<file path="config.mk">
export PLATFORM = sky130hd
export DESIGN_NAME = scanline_sched_flat
export DESIGN_NICKNAME = d
export VERILOG_FILES = /design/src/rtl/scanline_sched_if.sv /design/src/rtl/scanline_sched.sv /design/src/flat_wrapper.sv
export SDC_FILE = /design/constraint.sdc
export NUM_CORES = 1
export LEC_CHECK = 0
export ABC_AREA = 1
export CORE_AREA = 2 2 59 61
export DETAILED_ROUTE_END_ITERATION = 8
export DIE_AREA = 0 0 61 63
export HOLD_SLACK_MARGIN = 0.02
export PLACE_DENSITY = 0.81
export SYNTH_ARGS = -nofsm -noshare
export SYNTH_HDL_FRONTEND = slang
export SYNTH_SLANG_ARGS = --single-unit
</file>
<file path="constraint.sdc">
create_clock -name clk -period 3.6 [get_ports clk]
set_input_delay 0.72 -clock clk [delete_from_list [all_inputs] [get_ports clk]]
set_output_delay 0.72 -clock clk [all_outputs]
set_load 0.005 [all_outputs]
</file>
<file path="src/rtl/scanline_sched_if.sv">
// Sync, configuration and per-line output bundle for the scanline dimming scheduler.
// The master drives syncs/config and observes the registered per-line outputs.
interface scanline_sched_if;
    logic        hs_in;
    logic        vs_in;
    logic [2:0]  cfg_level;
    logic [1:0]  cfg_period;
    logic        cfg_alt;
    logic        cfg_fade;
    logic [2:0]  level;
    logic [11:0] line_cnt;
    logic        frame_odd;
    logic        ramping;

    modport master (
        output hs_in, vs_in, cfg_level, cfg_period, cfg_alt, cfg_fade,
        input  level, line_cnt, frame_odd, ramping
    );

    modport slave (
        input  hs_in, vs_in, cfg_level, cfg_period, cfg_alt, cfg_fade,
        output level, line_cnt, frame_odd, ramping
    );
endinterface

</file>
<file path="src/rtl/scanline_sched.sv">
// Per-line dim-level scheduler: counts lines from sync falling edges, latches config per
// frame and optionally fades the effective level one step per frame toward the target.
module scanline_sched (
    input  logic             clk,
    input  logic             reset_n,
    scanline_sched_if.slave  bus
);

    typedef enum logic [0:0] {StSteady, StRamp} state_e;

    state_e      state_q, state_d;
    logic        hs_q, vs_q;
    logic        hs_fall, vs_fall;
    logic [2:0]  tgt_q, tgt_d, tgt_in;
    logic [1:0]  period_q, period_d;
    logic        alt_q, alt_d;
    logic        fade_q, fade_d;
    logic [2:0]  eff_q, eff_d;
    logic [2:0]  phase_q, phase_d;
    logic [11:0] line_q, line_d;
    logic        odd_q, odd_d;
    logic [2:0]  level_q, level_d;
    logic [2:0]  last_q, last_d;

    always_comb begin
        hs_fall  = hs_q & ~bus.hs_in;
        vs_fall  = vs_q & ~bus.vs_in;
        tgt_in   = (bus.cfg_level > 3'd4) ? 3'd4 : bus.cfg_level;
        // Dimmed phase is period-1, i.e. period code + 1.
        last_q   = {1'b0, period_q} + 3'd1;
        state_d  = state_q;
        tgt_d    = tgt_q;
        period_d = period_q;
        alt_d    = alt_q;
        fade_d   = fade_q;
        eff_d    = eff_q;
        phase_d  = phase_q;
        line_d   = line_q;
        odd_d    = odd_q;
        if (vs_fall) begin
            tgt_d    = tgt_in;
            period_d = bus.cfg_period;
            alt_d    = bus.cfg_alt;
            fade_d   = bus.cfg_fade;
            line_d   = 12'd0;
            odd_d    = ~odd_q;
            phase_d  = (bus.cfg_alt && !odd_q) ? 3'd1 : 3'd0;
            if (!bus.cfg_fade) begin
                eff_d = tgt_in;
            end else if (eff_q < tgt_in) begin
                eff_d = eff_q + 3'd1;
            end else if (eff_q > tgt_in) begin
                eff_d = eff_q - 3'd1;
            end
            state_d = (eff_d != tgt_in) ? StRamp : StSteady;
        end else if (hs_fall) begin
            line_d  = (line_q == 12'hfff) ? line_q : line_q + 12'd1;
            phase_d = (phase_q == last_q) ? 3'd0 : phase_q + 3'd1;
        end
        last_d  = {1'b0, period_d} + 3'd1;
        level_d = (phase_d == last_d) ? eff_d : 3'd0;
    end

    always_ff @(posedge clk or negedge reset_n) begin
        if (!reset_n) begin
            state_q  <= StSteady;
            hs_q     <= 1'b0;
            vs_q     <= 1'b0;
            tgt_q    <= 3'd0;
            period_q <= 2'd0;
            alt_q    <= 1'b0;
            fade_q   <= 1'b0;
            eff_q    <= 3'd0;
            phase_q  <= 3'd0;
            line_q   <= 12'd0;
            odd_q    <= 1'b0;
            level_q  <= 3'd0;
        end else begin
            state_q  <= state_d;
            hs_q     <= bus.hs_in;
            vs_q     <= bus.vs_in;
            tgt_q    <= tgt_d;
            period_q <= period_d;
            alt_q    <= alt_d;
            fade_q   <= fade_d;
            eff_q    <= eff_d;
            phase_q  <= phase_d;
            line_q   <= line_d;
            odd_q    <= odd_d;
            level_q  <= level_d;
        end
    end

    assign bus.level     = level_q;
    assign bus.line_cnt  = line_q;
    assign bus.frame_odd = odd_q;
    assign bus.ramping   = (state_q == StRamp);

endmodule

</file>
<file path="src/flat_wrapper.sv">
// flat-port wrapper written by rule: the top's interface ports become plain ports
module scanline_sched_flat 
  (clk, reset_n, bus_hs_in, bus_vs_in, bus_cfg_level, bus_cfg_period, bus_cfg_alt, bus_cfg_fade, bus_level, bus_line_cnt, bus_frame_odd, bus_ramping);
  scanline_sched_if bus_i ();
  input  logic clk;
  input  logic reset_n;
  input wire logic [$bits(bus_i.hs_in)-1:0] bus_hs_in;
  input wire logic [$bits(bus_i.vs_in)-1:0] bus_vs_in;
  input wire logic [$bits(bus_i.cfg_level)-1:0] bus_cfg_level;
  input wire logic [$bits(bus_i.cfg_period)-1:0] bus_cfg_period;
  input wire logic [$bits(bus_i.cfg_alt)-1:0] bus_cfg_alt;
  input wire logic [$bits(bus_i.cfg_fade)-1:0] bus_cfg_fade;
  output wire logic [$bits(bus_i.level)-1:0] bus_level;
  output wire logic [$bits(bus_i.line_cnt)-1:0] bus_line_cnt;
  output wire logic [$bits(bus_i.frame_odd)-1:0] bus_frame_odd;
  output wire logic [$bits(bus_i.ramping)-1:0] bus_ramping;
  assign bus_i.hs_in = bus_hs_in;
  assign bus_i.vs_in = bus_vs_in;
  assign bus_i.cfg_level = bus_cfg_level;
  assign bus_i.cfg_period = bus_cfg_period;
  assign bus_i.cfg_alt = bus_cfg_alt;
  assign bus_i.cfg_fade = bus_cfg_fade;
  assign bus_level = bus_i.level;
  assign bus_line_cnt = bus_i.line_cnt;
  assign bus_frame_odd = bus_i.frame_odd;
  assign bus_ramping = bus_i.ramping;
  scanline_sched u_core (.clk(clk), .reset_n(reset_n), .bus(bus_i));
endmodule
</file>
==> reports/summary.json <==
{
  "status": {
    "result_of_the_run": "finished clean"
  },
  "route": {
    "detail_route.vias_per_cell": 5.11,
    "dr_total_vias": 1590,
    "wire_per_inst_um": 11.4,
    "antenna_left": 0,
    "dr.first_iter.drc_count": 83,
    "drtPass1Iterations": 4,
    "number_of_drc_violations_after_detailed_routing": 0,
    "postRouteWirelength_mm": 3.55
  },
  "clock_tree": {
    "clk_root_buffer_cell": "sky130_fd_sc_hd__clkbuf_4",
    "clock_insertion_delay_worst_skew_ps": 320,
    "clk_buf_depth": 2,
    "cts_tree": "done",
    "path_clk_slew_ps": 140,
    "cts.repair_timing.setup_buffer_count": 0,
    "cts.hold.buffers_added": 0,
    "cts_max_level": 1,
    "cts.sinks": 27,
    "postCtsResizedCells": 0,
    "cts_inserted_buffers": 3
  },
  "global_route": {
    "globalRoute.busiestLayer": "met2",
    "global_route.overflow_total": 0,
    "pin_count_of_the_biggest_net_entering_global_routing": 28,
    "use_met1_pct": 28.6,
    "globalRouteTotalUtil_pct": 21.1,
    "grt_antenna_before_repair": 0,
    "use_met3_pct": 3.93,
    "global_route_wire_length_before_repair_mm": 6.40,
    "globalRouteMet2Util_pct": 34.7,
    "grt_pass1_vias": 1510
  },
  "sta": {
    "timing.hold.ws_ps": 508,
    "worst_pin_slew_ps": 458,
    "setup_viol": 0,
    "clock.fmax_mhz": 375,
    "final.period_utilization_pct": 74.0,
    "worst_clock_skew_ps": 2.02,
    "period_minus_slack_ps": 2660,
    "setup_repair_after_global_routing_missed_its_margin": "no",
    "report.final.hold_viol_count": 0,
    "maxSlewViolCount": 0,
    "maxSlewHeadroom_pct": 69.4,
    "setup-tns-final_ps": 0
  },
  "pwr": {
    "power_density_nw_per_um2": 397,
    "p_leak_uw": 0.00104,
    "vdd.ir_drop.worst_mv": 0.365
  },
  "placed_design": {
    "placed_cell_area_um2": 2060,
    "last_weighted_congestion_value_of_the_routability_driven_placer": 0.831,
    "detailed_place_hpwl_mm": 2.79,
    "io_buffers": 27
  },
  "finish": {
    "insertedDiodeCount": 0,
    "commonest_non_fill_non_tap_cell_in_the_layout": "sky130_fd_sc_hd__nand2_1",
    "postLayoutCoreUtil_pct": 64.7,
    "filler_cell_count": 289,
    "final_net_count": 286,
    "drive_above_1_share_pct": 7.55,
    "areaGrowthSynthToFinish_pct": 20.4,
    "final_cell_mix": "59 x sky130_fd_sc_hd__nand2_1, 40 x sky130_fd_sc_hd__inv_1, 27 x sky130_fd_sc_hd__clkdlybuf4s50_1, 27 x sky130_fd_sc_hd__dfrtp_1, 24 x sky130_fd_sc_hd__nand3_1",
    "post-route-cell-area_um2": 2090
  },
  "floorplan": {
    "core_region_area_um2": 3230,
    "die_h_um": 63,
    "num_io_pins": 28,
    "initial_core_util_pct": 53.7,
    "rows": 21,
    "die_x_um": 61,
    "die-area_um2": 3840
  },
  "synth": {
    "count_of_cell_types_in_the_netlist": 28,
    "synth_compound_gate_area_share_pct": 7.86,
    "post_synthesis_instance_area_um2": 1740,
    "postSynthAreaPerCell_um2": 7.38,
    "synth_top_family_by_area": "simple AND/OR/NAND/NOR gates",
    "synth_register_bits": 27,
    "post_synth_mux_area_share_pct": 0,
    "post_synth_xor_area_fraction_pct": 3.53,
    "syn-instance-count": 235,
    "synth-adder-area-share_pct": 6.49,
    "fraction_of_the_mapped_netlist_area_in_simple_logic_gates_pct": 32.8,
    "synth_seq_area_share_pct": 38.9,
    "yosysWarningCount": 0,
    "postSynthNetCount": 255
  },
  "setup_path": {
    "worstSetupEndpointType": "flop",
    "criticalPathCategory": "input pin to flop",
    "cp_data_required_time_ps": 3820,
    "timing.critical_path.fanout_max": 6,
    "critPathLaunchType": "input pin",
    "timing.critical_path.arrival_ps": 2880
  },
  "min_path": {
    "min_path_type": "flop to flop"
  },
  "flow_run": {
    "cap_viol_max_count": 0
  }
}
final timing paths:
check / from / end / slack [ps] / depth (start not counted)
hold / removal: u_core.bus.ramping$_DFFE_PN0P_ / u_core.bus.ramping$_DFFE_PN0P_ / 510 / 2
setup reg to reg: u_core.vs_q$_DFF_PN0_ / u_core.bus.level[0]$_DFF_PN0_ / 1590 / 13
hold reg to reg: u_core.bus.ramping$_DFFE_PN0P_ / u_core.bus.ramping$_DFFE_PN0P_ / 510 / 2
setup / recovery: bus_cfg_level[2] / u_core.bus.level[2]$_DFF_PN0_ / 940 / 15
max in group asynchronous: reset_n / u_core.bus.level[2]$_DFF_PN0_ / 2600 / 2
min in group asynchronous: reset_n / u_core.bus.ramping$_DFFE_PN0P_ / 750 / 2
cells in the mapped netlist:
library cell               number  area, um2
sky130_fd_sc_hd__a21oi_1        4       20.0
sky130_fd_sc_hd__nand2_4        1       11.3
sky130_fd_sc_hd__nand3_2        1       10.0
sky130_fd_sc_hd__inv_4          1       6.26
sky130_fd_sc_hd__nor4_1         1       6.26
sky130_fd_sc_hd__dfrtp_1       27        676
sky130_fd_sc_hd__clkbuf_1       2       7.51
sky130_fd_sc_hd__nor3_4         1       16.3
sky130_fd_sc_hd__buf_2          1       5.00
sky130_fd_sc_hd__a21oi_2        2       17.5
sky130_fd_sc_hd__ha_1           9        113
sky130_fd_sc_hd__nand2_2        1       6.26
sky130_fd_sc_hd__buf_6          1       11.3
sky130_fd_sc_hd__o21ai_4        1       16.3
sky130_fd_sc_hd__nand2_1       59        221
sky130_fd_sc_hd__or2_2          2       12.5
sky130_fd_sc_hd__xor2_1         5       43.8
sky130_fd_sc_hd__o21ai_0       14       70.1
sky130_fd_sc_hd__nor2_1        19       71.3
sky130_fd_sc_hd__o31ai_1        1       7.51
sky130_fd_sc_hd__nor3_1         3       15.0
sky130_fd_sc_hd__nor2_2         2       12.5
sky130_fd_sc_hd__nor3_2         1       10.0
sky130_fd_sc_hd__xnor2_1        2       17.5
sky130_fd_sc_hd__o21ai_1        1       5.00
sky130_fd_sc_hd__nand4_1        9       56.3
sky130_fd_sc_hd__nand3_1       24        120
sky130_fd_sc_hd__inv_1         40        150
logic make-up (layout without fill, tap and decap cells):
kind of cell,after synthesis,in the layout
DFF,27,27
and+or+nand+nor,124,124
xor gates and xnor gates,7,7
buffers and inverters,45,75
adders and majority gates,9,9
AOI/OAI and AO/OA,23,23
worst max-delay path: stages:
cell	delay [ps]
sky130_fd_sc_hd__clkdlybuf4s50_1	420
sky130_fd_sc_hd__inv_1	130
sky130_fd_sc_hd__a21oi_1	70
sky130_fd_sc_hd__nor2_1	160
sky130_fd_sc_hd__inv_1	90
sky130_fd_sc_hd__ha_1	310
sky130_fd_sc_hd__nand3_1	150
sky130_fd_sc_hd__nand2_1	220
sky130_fd_sc_hd__nand2_1	70
sky130_fd_sc_hd__nand3_1	90
sky130_fd_sc_hd__nand2_1	80
sky130_fd_sc_hd__nand2_1	60
sky130_fd_sc_hd__nand3_1	70
sky130_fd_sc_hd__o21ai_0	140
sky130_fd_sc_hd__nor2_1	90
power breakdown:
| part | total (uW) | switching (uW) | internal [uW] |
|---|---|---|---|
| clock | 130 | 88.3 | 41.6 |
| sequential | 386 | 39.0 | 347 |
| combinational | 314 | 173 | 141 |
stage by stage:
| stage | std cells | power, uW | worst slack, ps |
|---|---|---|---|
| after floorplan | 235 | 586 | 1340 |
| after global placement | 307 | 692 | 651 |
| after detailed placement | 307 | 704 | 619 |
| after CTS | 311 | 835 | 972 |
| after global routing | 311 | 903 | 665 |
| final | 311 | 829 | 937 |
flip-flops by register name, indices dropped and copies added, names as in the netlist, 2 cells and up:
register	cells
u_core.period_q	2
u_core.bus.line_cnt	12
u_core.phase_q	3
u_core.bus.level	3
u_core.eff_q	3
per-layer routing:
layer | share of wire (%) | vias to the layer above | routed length (um)
li1 | - | 807 | -
met1 | 46 | 745 | 1640
met2 | 49 | 34 | 1730
met3 | 3.9 | 4 | 138
met4 | 1.1 | 0 | 39
met5 | 0 | - | 0
final cells by class:
cell class,instances,area (um2),share of cell area (%)
multi-input cells,163,880,42.1
flip-flops and latches,27,676,32.3
repair buffers,30,293,14.0
inverters,41,156,7.49
well taps,46,57.6,2.75
clock buffers,3,22.5,1.08
clock inverters,1,5.00,0.240
No activity file was read; power rests on OpenSTA's default activity.
